===== config.mk =====
export PLATFORM = sky130hd
export DESIGN_NAME = i2c_slave_responder
export DESIGN_NICKNAME = d
export VERILOG_FILES = /design/src/rtl/i2c_slave_responder.sv
export SDC_FILE = /design/constraint.sdc
export NUM_CORES = 1
export LEC_CHECK = 0
export BUFFER_PORTS_ARGS = -buffer_cell sky130_fd_sc_hd__buf_2
export CELL_PAD_IN_SITES_DETAIL_PLACEMENT = 0
export CELL_PAD_IN_SITES_GLOBAL_PLACEMENT = 1
export CORE_ASPECT_RATIO = 1.1
export CORE_MARGIN = 3
export CORE_UTILIZATION = 49
export CTS_CLUSTER_DIAMETER = 150
export DETAILED_ROUTE_END_ITERATION = 10
export PLACE_DENSITY = 0.91
export SETUP_SLACK_MARGIN = 0.3
export SYNTH_ARGS = -nofsm -noshare
export SYNTH_HDL_FRONTEND = slang
export SYNTH_SLANG_ARGS = --single-unit

===== constraint.sdc =====
create_clock -name clk -period 5.9 [get_ports clk]
set_input_delay 0.885 -clock clk [delete_from_list [all_inputs] [get_ports clk]]
set_output_delay 0.885 -clock clk [all_outputs]
set_load 0.005 [all_outputs]

===== src/rtl/i2c_slave_responder.sv =====
// rtl/i2c_slave_responder.sv - I2C target bridging pointer writes and reads to a byte register port
// Optional build macro: I2C_SLV_GLITCH_FILTER_EN adds a 3-sample majority filter on SCL/SDA.
module i2c_slave_responder #(
  parameter logic [6:0] SLV_ADDR = 7'h50,
  parameter int         PTR_W    = 8
) (
  input  logic             clk,
  input  logic             s_resetn,
  input  logic             i2c_scl,
  input  logic             i2c_sda_i,
  output logic             i2c_sda_oe,
  output logic             wr_valid,
  output logic [PTR_W-1:0] wr_addr,
  output logic [7:0]       wr_data,
  output logic [PTR_W-1:0] rd_addr,
  input  logic [7:0]       rd_data,
  output logic             busy
);

  typedef enum logic [3:0] {
    IDLE      = 4'd0,
    ADDR      = 4'd1,
    ADDR_ACK  = 4'd2,
    PTR       = 4'd3,
    PTR_ACK   = 4'd4,
    WDATA     = 4'd5,
    WDATA_ACK = 4'd6,
    RDATA     = 4'd7,
    RDATA_ACK = 4'd8,
    IGNORE    = 4'd9
  } state_t;

  logic [1:0]       scl_sync, sda_sync;
  logic             scl_c, sda_c, scl_q, sda_q;
  logic             scl_rise, scl_fall, start_det, stop_det;
  state_t           state;
  logic [3:0]       bit_cnt;
  logic [7:0]       shreg;
  logic [7:0]       rx_byte;
  logic [PTR_W-1:0] ptr;
  logic             rw, mack;

  // Two-flop synchronizers, reset to the idle bus level so leaving reset is quiet
  always_ff @(posedge clk or negedge s_resetn) begin
    if (!s_resetn) begin
      scl_sync <= 2'b11;
      sda_sync <= 2'b11;
    end else begin
      scl_sync <= {scl_sync[0], i2c_scl};
      sda_sync <= {sda_sync[0], i2c_sda_i};
    end
  end

`ifdef I2C_SLV_GLITCH_FILTER_EN
  logic [1:0] scl_hist, sda_hist;
  logic       scl_flt, sda_flt;

  // Majority of the last three synchronized samples swallows single-cycle pulses
  always_ff @(posedge clk or negedge s_resetn) begin
    if (!s_resetn) begin
      scl_hist <= 2'b11;
      sda_hist <= 2'b11;
      scl_flt  <= 1'b1;
      sda_flt  <= 1'b1;
    end else begin
      scl_hist <= {scl_hist[0], scl_sync[1]};
      sda_hist <= {sda_hist[0], sda_sync[1]};
      scl_flt  <= (scl_sync[1] & scl_hist[0]) | (scl_sync[1] & scl_hist[1]) | (scl_hist[0] & scl_hist[1]);
      sda_flt  <= (sda_sync[1] & sda_hist[0]) | (sda_sync[1] & sda_hist[1]) | (sda_hist[0] & sda_hist[1]);
    end
  end

  assign scl_c = scl_flt;
  assign sda_c = sda_flt;
`else
  assign scl_c = scl_sync[1];
  assign sda_c = sda_sync[1];
`endif

  // Previous conditioned levels for edge and START/STOP detection
  always_ff @(posedge clk or negedge s_resetn) begin
    if (!s_resetn) begin
      scl_q <= 1'b1;
      sda_q <= 1'b1;
    end else begin
      scl_q <= scl_c;
      sda_q <= sda_c;
    end
  end

  assign scl_rise  = scl_c & ~scl_q;
  assign scl_fall  = ~scl_c & scl_q;
  assign start_det = scl_c & scl_q & sda_q & ~sda_c;
  assign stop_det  = scl_c & scl_q & ~sda_q & sda_c;
  assign rx_byte   = {shreg[6:0], sda_c};
  assign rd_addr   = ptr;

  // Protocol FSM; SDA drive only moves on a detected SCL fall so it never changes while SCL is high
  always_ff @(posedge clk or negedge s_resetn) begin
    if (!s_resetn) begin
      state      <= IDLE;
      bit_cnt    <= 4'd0;
      shreg      <= 8'd0;
      ptr        <= '0;
      rw         <= 1'b0;
      mack       <= 1'b0;
      i2c_sda_oe <= 1'b0;
      wr_valid   <= 1'b0;
      wr_addr    <= '0;
      wr_data    <= 8'd0;
      busy       <= 1'b0;
    end else begin
      wr_valid <= 1'b0;
      if (stop_det) begin
        state      <= IDLE;
        bit_cnt    <= 4'd0;
        i2c_sda_oe <= 1'b0;
        busy       <= 1'b0;
      end else if (start_det) begin
        state   <= ADDR;
        bit_cnt <= 4'd0;
      end else begin
        case (state)
          ADDR, PTR, WDATA: begin
            if (scl_rise && bit_cnt != 4'd8) begin
              shreg   <= rx_byte;
              bit_cnt <= bit_cnt + 4'd1;
              if (state == WDATA && bit_cnt == 4'd7) begin
                wr_valid <= 1'b1;
                wr_addr  <= ptr;
                wr_data  <= rx_byte;
                ptr      <= ptr + PTR_W'(1);
              end
            end else if (scl_fall && bit_cnt == 4'd8) begin
              bit_cnt <= 4'd0;
              case (state)
                ADDR: begin
                  // General call (0x00) is never claimed
                  if (shreg[7:1] == SLV_ADDR && shreg[7:1] != 7'd0) begin
                    state      <= ADDR_ACK;
                    rw         <= shreg[0];
                    i2c_sda_oe <= 1'b1;
                    busy       <= 1'b1;
                  end else begin
                    state <= IGNORE;
                    busy  <= 1'b0;
                  end
                end
                PTR: begin
                  ptr        <= PTR_W'(shreg);
                  state      <= PTR_ACK;
                  i2c_sda_oe <= 1'b1;
                end
                default: begin
                  state      <= WDATA_ACK;
                  i2c_sda_oe <= 1'b1;
                end
              endcase
            end
          end
          ADDR_ACK, PTR_ACK, WDATA_ACK: begin
            if (scl_fall) begin
              bit_cnt    <= 4'd0;
              i2c_sda_oe <= 1'b0;
              if (state == ADDR_ACK && rw) begin
                state      <= RDATA;
                shreg      <= rd_data;
                i2c_sda_oe <= ~rd_data[7];
              end else if (state == ADDR_ACK) begin
                state <= PTR;
              end else begin
                state <= WDATA;
              end
            end
          end
          RDATA: begin
            if (scl_rise) begin
              bit_cnt <= bit_cnt + 4'd1;
            end else if (scl_fall && bit_cnt != 4'd0) begin
              if (bit_cnt == 4'd8) begin
                state      <= RDATA_ACK;
                bit_cnt    <= 4'd0;
                mack       <= 1'b0;
                i2c_sda_oe <= 1'b0;
              end else begin
                shreg      <= {shreg[6:0], 1'b0};
                i2c_sda_oe <= ~shreg[6];
              end
            end
          end
          RDATA_ACK: begin
            if (scl_rise) begin
              mack <= ~sda_c;
              if (!sda_c) ptr <= ptr + PTR_W'(1);
            end else if (scl_fall) begin
              bit_cnt <= 4'd0;
              if (mack) begin
                state      <= RDATA;
                shreg      <= rd_data;
                i2c_sda_oe <= ~rd_data[7];
              end else begin
                state      <= IGNORE;
                i2c_sda_oe <= 1'b0;
                busy       <= 1'b0;
              end
            end
          end
          default: begin
          end
        endcase
      end
    end
  end

endmodule


==> run summary, run 1 <==
clk_lat worst skew: 0.30 ns
share of cells above drive strength 1: 28.48%
Total Wirelength: 6.876 mm
Slew HR: 19.35%
Critical R2R Capture: shreg[2]
final hold vios: 0
CTS H-Tree Depth: 2
Reg2Reg Setup Slack: 3.15 ns
initial antenna violation count: 0
crit path launch: state[3]
status: finished, final reports clean
multi-input combinational cell area: 0.001569 mm^2
Port Buffers: 38
# fillers: 571
Critical Path RT: 6.09 ns
setup TNS: 0 ns
largest area contributor in the netlist: dfrtp_1
clock slew seen by the registers of the worst setup and hold paths: 0.10 ns
global placement routability congestion: 0.8838
PwrDens: 424.9 mW/mm^2
Distinct cells, synth: 67
Final HPWL DP: 4.955 mm
I/O pin total: 39
Sequential Area: 0.001284 mm^2
CTS tree: yes
Lkg Pwr: 1.497 nW
cells on worst reg2reg path: 4
DRC: 0
clk root buf: clkbuf_8
most frequent cell after synthesis: dfrtp_1
Clock power frac: 18.5%
Fmax: 0.3630 GHz
Synth warnings: 0
slowest stage delay, CP: 0.84 ns
Startpoint Class: flop
Site Rows: 29
commonest cells in the synthesized netlist: dfrtp_1 (45), mux2_2 (30), nand2_1 (24), o21ai_0 (17)
Max-cap violations: 0
EDFF count, synth: 0
CTS Hold Bufs: 0
Final Non-Filler Cells: 400
RSZ-0062 raised after global routing: no
Area contributors post-synth: dfrtp_1 (37%), mux2_2 (11%), dfstp_2 (5.2%)
DR WL/cell: 17.19 um
Final Max Slew Viols: 0
cts bufs inserted: 5
Via density: 6.028
crit path kind: reg2reg
Setup crit end kind: flop
crit-path cells: nor4b_2 > a21oi_1 > mux2_2 > mux2_1
Hold WC Path Type: reg2reg
synthesized cell area: 0.003024 mm^2
Main synth FF type: dfrtp_1
Clock Skews: 0.01048 ns
# resized after CTS: 0
Mapped Cells: 301
largest net degree at the start of global routing: 52
crit path time final: 2.755 ns
DRT iter0 DRCs: 244
GRT overflow: 0
Area growth syn-to-layout: 9.061%
vias in the first global route: 2332
synthesized area per cell: 10.05 um^2
GRT Total Usage: 20.41%
first drt pass iteration count: 4
P_sw: 0.0005519 W
synthesized flop and latch total: 51
peak supply drop: 0.2151 mV
core area: 0.005878 mm^2
setup violators final: 0
hold path start: sda_sync[0]
CP Max Fanout: 19
internal power: 0.0008493 W
Crit-path slowest cell: nor4b_2
share of total power in combinational logic: 40.0%
clock sinks: 51
die width: 80.91 um
routed vias: 2411
worst hold margin: 0.3608 ns
clk buf depth: 2
R2R Path Start: state[3]
switch share: 39.39%
first-pass GRT wire length: 11.49 mm
chip height: 88.40 um
FFs w/ async S/R, synth: 100.0%
share of the core filled with cells: 56.11%
crit path to: shreg[2]
Final ANT Viol Nets: 0
syn nets: 316
die area: 0.007152 mm^2
Total Nets Final: 337
Post-CTS Setup Inserts: 0
top cell type's share of synthesized area: 37.24%
measured slew at the worst slew-check pin: 1.197 ns
Starting Density: 51.45%
n_diodes: 0
Seq/Total Area, Yosys: 42.45%
crit path DAT: 2.95 ns
placed insts: 392
Sequential Power Share: 41.4%
Final period util: 46.69%
[routing by layer]
metal / GRT usage, % / vias to the layer above / wire [um] / share of wire (%)
met5: 0 / - / 0 / 0
met4: 5.376 / 0 / 63 / 0.92
met3: 3.259 / 4 / 301 / 4.4
met2: 34.35 / 68 / 3453 / 50
met1: 27.46 / 1183 / 3057 / 44
li1: - / 1156 / - / -
[cells by family (layout without fill, tap and decap cells)]
kind of cell / Yosys count / after routing / share of synthesized area, %
XOR/XNOR: 2 / 2 / 0.5793
AND/OR/NAND/NOR: 96 / 96 / 17.71
AO/OA/AOI/OAI: 81 / 81 / 19.28
buffers and inverters: 33 / 55 / 5.668
flip-flops: 51 / 51 / 42.45
adder cells (fa/ha/maj): 3 / 3 / 1.241
multiplexers: 35 / 35 / 13.07
[layout make-up]
| type | instances | share of cell area (%) |
|---|---|---|
| Multi-Input combinational cell | 217 | 47.57 |
| Sequential cell | 51 | 38.92 |
| Timing Repair Buffer | 39 | 5.994 |
| Tap cell | 77 | 2.921 |
| Clock buffer | 6 | 2.504 |
| Clock inverter | 2 | 1.176 |
| Inverter | 8 | 0.9105 |
[worst max-delay path: cells and delay by family (launching register included)]
kind / cells / cell delay (ns)
simple gates: 1 / 0.84
flops: 1 / 0.69
mux: 2 / 0.67
compound gates: 1 / 0.45
[worst min path at each step]
stage | to | slack [ns] | cells after the start
2_1_floorplan | scl_sync[1] | 0.35 | 0
3_3_place_gp | sda_sync[1] | 0.35 | 0
3_5_place_dp | sda_sync[1] | 0.35 | 0
4_1_cts | sda_sync[1] | 0.36 | 0
5_1_grt | sda_sync[1] | 0.37 | 0
6_report | sda_sync[1] | 0.36 | 0
[sequential cells by signal (all words and copies together), names as in the netlist, 2 cells and up]
name and flops:
bit_cnt 4, rd_addr 8, scl_sync 2, sda_sync 2, shreg 8, state 4, wr_addr 8, wr_data 8
[power by group through the flow]
| stage | sequential, W | clock (W) | combinational (W) |
|---|---|---|---|
| floorplan | 0.000500 | 0 | 0.000503 |
| global placement | 0.000585 | 0 | 0.000546 |
| detailed placement | 0.000587 | 0 | 0.000558 |
| CTS | 0.000579 | 0.000267 | 0.000562 |
| global route | 0.000601 | 0.000278 | 0.000623 |
| finish | 0.000581 | 0.000259 | 0.000561 |
[cells in the final DEF (no fill, tap or decap), drive strengths merged, types with 4 or more instances in the layout]
cell	netlist	routed
mux2	33	33
nand4	7	7
nor3	13	13
nor2	10	10
a31oi	5	5
a2bb2oi	8	8
nand3	10	10
buf	20	39
clkbuf	5	6
nor2b	6	6
nor3b	4	4
dfstp	6	6
o21ai	18	18
a21oi	11	11
dfrtp	45	45
inv	8	9
nand2	24	24
[metrics by stage]
step	instance area (um^2)	power [W]	setup slack, ns
finish	3298	0.001401	3.145
global route	3298	0.001501	2.808
CTS	3298	0.001407	3.143
detailed placement	3177	0.001145	3.153
global placement	3177	0.001131	3.198
floorplan	3024	0.001003	3.789
No activity file was read; power rests on OpenSTA's default activity.
==> run 2: changes to the inputs <==
CORE_UTILIZATION = 41   (was 49)
PLACE_DENSITY = 0.81   (was 0.91)
clock period = 2.2 ns   (was 5.9 ns; I/O delays follow)
==> run summary, run 2 (synthesis gave the netlist of run 1 again) <==
status: finished, final reports clean
vias in the first global route: 2570
Stages on worst setup path: 6
GRT Total Usage: 18.73%
chip height: 96.08 um
DRC: 0
PwrDens: 1205 mW/mm^2
Critical Path RT: 2.41 ns
clk root buf: clkbuf_8
Setup crit end kind: flop
GRT overflow: 0
I/O pin total: 39
Area growth syn-to-layout: 28.96%
Total Nets Final: 386
largest net degree at the start of global routing: 52
setup violators final: 0
initial antenna violation count: 0
first-pass GRT wire length: 12.47 mm
Max-cap violations: 0
worst path buffer plus inverter count: 1
clock slew seen by the registers of the worst setup and hold paths: 0.10 ns
most frequent cells in the layout: buf_4 (43), dfrtp_1 (41), buf_2 (38)
core area: 0.007087 mm^2
# fillers: 609
peak supply drop: 0.8726 mV
Fmax: 0.4942 GHz
final hold vios: 0
crit path time final: 2.024 ns
crit path DAT: 2.23 ns
global placement routability congestion: 0.9118
n_diodes: 0
clock sinks: 51
Via density: 5.969
crit path kind: reg2reg
Lkg Pwr: 1.832 nW
Slew HR: 61.68%
Hold WC Path Type: in2reg
share of cells above drive strength 1: 45.16%
Starting Density: 42.67%
Final ANT Viol Nets: 0
crit-path cells: buf_6 > nor3_2 > a21o_1 > nand4_1 > a211o_4 > mux2_1
slowest stage delay, CP: 0.47 ns
cells on worst reg2reg path: 6
clk_lat worst skew: 0.32 ns
Final Non-Filler Cells: 457
routed vias: 2728
placed insts: 426
R2R Path Start: state[2]
Final HPWL DP: 5.203 mm
die width: 87.89 um
Reg2Reg Setup Slack: 0.18 ns
commonest non-fill, non-tap cell in the layout: buf_4
crit path to: shreg[2]
cts bufs inserted: 5
Port Buffers: 38
CTS tree: yes
Final period util: 91.98%
Clock Skews: 0.006931 ns
first drt pass iteration count: 5
Crit-path slowest cell: dfrtp_2
DRT iter0 DRCs: 229
die area: 0.008444 mm^2
share of the core filled with cells: 55.03%
Total Wirelength: 7.728 mm
measured slew at the worst slew-check pin: 0.5668 ns
Final Max Slew Viols: 0
DR WL/cell: 16.91 um
clk buf depth: 2
CP Max Fanout: 8
Site Rows: 32
Worst path top cell family by delay: compound AO/OA/AOI/OAI gates
Critical R2R Capture: shreg[2]
CTS H-Tree Depth: 2
Startpoint Class: flop
RSZ-0062 raised after global routing: yes
crit path launch: state[2]
## run 2: cell count changes in the layout (fill, tap and decap cells not counted), sizes merged
cell,previous run,this run
buf,39,87
bufinv,1,2
clkbuf,6,5
dlygate4sd3,0,1
## run 2: stage by stage
| step | TNS (ns) | power [W] | cell area, um^2 | worst slack [ns] | hold WS (ns) |
|---|---|---|---|---|---|
| after floorplan | 0 | 0.002817 | 3089 | 0.1683 | 0.03441 |
| after global placement | 0 | 0.003455 | 3436 | 0.02195 | 0.3407 |
| after CTS | 0 | 0.004519 | 3775 | 0.2162 | 0.09350 |
| after detailed placement | -0.01239 | 0.003477 | 3436 | -0.01239 | 0.3441 |
| after global routing | 0 | 0.004993 | 3900 | 0.1051 | 0.08820 |
| final | 0 | 0.004698 | 3900 | 0.1763 | 0.09623 |
## run 2: layout make-up
cell class | instances | area [um^2] | share of cell area [%]
Multi-Input combinational cell | 217 | 1735 | 44.50
Timing Repair Buffer | 88 | 599.3 | 15.37
Sequential cell | 51 | 1289 | 33.04
Clock inverter | 3 | 71.32 | 1.829
Inverter | 8 | 30.03 | 0.7700
Tap cell | 85 | 106.4 | 2.727
Clock buffer | 5 | 68.82 | 1.765
## run 2: what timing repair did
action	in CTS	in global routing
hold endpoints to repair	8	0
pin swaps	6	10
buffers inserted	14	8
resized for setup	25	18
hold buffers	1	0
endpoints found under the setup margin	39	42
gates cloned	0	0
## run 2: worst min path at each step
stage,start,end,slack (ns),cells after the start
CTS,i2c_sda_i,sda_sync[0],0.09,1
detailed placement,s_resetn,wr_addr[2],0.34,2
floorplan,s_resetn,bit_cnt[0],0.03,0
finish,i2c_sda_i,sda_sync[0],0.1,1
global route,i2c_sda_i,sda_sync[0],0.09,1
global placement,s_resetn,wr_addr[2],0.34,2
## run 2: per-layer routing
metal,vias to the layer above,global-route usage (%),part of all wire [%],routed length (um)
met5,-,0,0,0
met4,0,7.289,2.4,184
met3,20,2.911,5.5,425
met2,99,29.15,49,3758
met1,1351,26.09,43,3360
li1,1258,-,-,-
## run 2: power breakdown
part	total [W]	internal (W)	switching [W]
clock	0.000818	0.000462	0.000356
sequential	0.00150	0.00117	0.000335
combinational	0.00238	0.00127	0.00111
total	0.00470	0.00290	0.00180
==> run 3: changes to the inputs <==
GPL_TIMING_DRIVEN = 0   (was default)
==> run summary, run 3 (synthesis gave the netlist of run 1 again) <==
largest net degree at the start of global routing: 52
worst hold margin: 0.1093 ns
Final HPWL DP: 5.318 mm
crit path time final: 2.099 ns
crit path launch: state[2]
clk buf depth: 2
share of cells above drive strength 1: 43.84%
die area: 0.008444 mm^2
GRT overflow: 0
M2 GR Usage: 29.15%
clk_lat worst skew: 0.31 ns
routing usage on met1: 28.23%
met3 Usage GRT: 3.082%
Power Total: 0.004169 W
final hold vios: 0
Clock Skews: 0.006227 ns
status: finished, final reports clean
Site Rows: 32
measured slew at the worst slew-check pin: 1.121 ns
Sequential Power Share: 33.7%
share of total power in combinational logic: 53.3%
Via density: 5.887
DRC: 0
Starting Density: 42.67%
Clock power frac: 12.9%
Worst Setup Slack, final: 0.1012 ns
Hold WC Path Type: in2reg
# fillers: 661
Reg2Reg Setup Slack: 0.10 ns
Final period util: 95.40%
Area growth syn-to-layout: 25.20%
chip height: 96.08 um
die width: 87.89 um
CTS tree: yes
most frequent cells in the layout: dfrtp_1 (45), buf_2 (43), nand2_1 (24)
Startpoint Class: flop
Final Max Slew Viols: 0
initial antenna violation count: 0
Port Buffers: 38
vias in the first global route: 2528
routed vias: 2649
peak supply drop: 0.5794 mV
Total Wirelength: 7.825 mm
I/O pin total: 39
Top Usage Layer GRT: met2
core area: 0.007087 mm^2
setup TNS: 0 ns
Max-cap violations: 0
Critical Path RT: 2.40 ns
crit path kind: reg2reg
crit path to: shreg[2]
global placement routability congestion: 0.9090
P_sw: 0.001682 W
internal power: 0.002488 W
clk root buf: clkbuf_8
first drt pass iteration count: 4
clock sinks: 51
commonest non-fill, non-tap cell in the layout: dfrtp_1
Hold Crit Depth: 1
DRT iter0 DRCs: 221
crit path DAT: 2.30 ns
Fmax: 0.4765 GHz
cells on worst reg2reg path: 7
Critical R2R Capture: shreg[2]
cts bufs inserted: 5
R2R Path Start: state[2]
Final ANT Viol Nets: 0
CP Max Fanout: 9
GRT Total Usage: 19.44%
Slew HR: 25.28%
setup violators final: 0
RSZ-0062 raised after global routing: yes
Total Nets Final: 380
Lkg Pwr: 1.767 nW
switch share: 40.33%
n_diodes: 0
Setup WS pre-CTS: -0.05001 ns
first-pass GRT wire length: 12.77 mm
PwrDens: 1101 mW/mm^2
CTS H-Tree Depth: 2
DR WL/cell: 17.39 um
Setup crit end kind: flop
clock slew seen by the registers of the worst setup and hold paths: 0.10 ns
==> run 3: area by class of cell <==
class	instances	area (um^2)	share of cell area, %
inverters	8	30.03	0.7931
clock buffers	5	68.82	1.818
repair buffers	57	344.1	9.088
flip-flops and latches	51	1284	33.91
well taps	85	106.4	2.809
plain buffers	25	193.9	5.122
clock inverters	2	13.76	0.3635
multi-input cells	217	1745	46.10
==> run 3: how the worst min path moves through the flow <==
stage	start	to	slack [ns]
after floorplan	s_resetn	bit_cnt[0]	0.03
after global routing	i2c_sda_i	sda_sync[0]	0.09
after CTS	i2c_scl	scl_sync[0]	0.10
after global placement	scl_sync[0]	scl_sync[1]	0.35
after detailed placement	scl_sync[0]	scl_sync[1]	0.35
final	i2c_scl	scl_sync[0]	0.11
==> run 3: power groups by stage <==
stage,combinational (W),sequential (W),clock (W)
final,0.00222,0.00141,0.000539
after CTS,0.00208,0.00139,0.000557
after detailed placement,0.00190,0.00142,0
after global placement,0.00187,0.00141,0
after floorplan,0.00147,0.00134,0
after global routing,0.00243,0.00144,0.000593
==> run 3: routing by layer <==
| layer | vias to the layer above | part of all wire [%] |
|---|---|---|
| li1 | 1252 | - |
| met1 | 1289 | 45 |
| met2 | 90 | 48 |
| met3 | 18 | 4.8 |
| met4 | 0 | 2.5 |
| met5 | - | 0 |
==> run 3: critical path, cell delays in order (launching register included) <==
cell     delay [ns]
dfrtp_1        0.38
buf_6          0.14
or4b_4         0.53
buf_6          0.14
a32oi_1        0.15
a211o_1        0.15
buf_6          0.17
mux2_4         0.31
==> run 3: stage by stage <==
stage,util [%],cells,area [um^2]
final,53.43,450,3786
after global routing,53.43,450,3786
after CTS,51.61,444,3657
after detailed placement,47.78,424,3386
after global placement,47.78,424,3386
after floorplan,-,301,3089
==> run 3: timing repair <==
item	4_1_cts	5_1_grt
setup endpoints to repair	39	42
gates cloned	0	1
resized for setup	25	21
buffers inserted	13	5
pin swaps	8	6
hold buffers	0	0
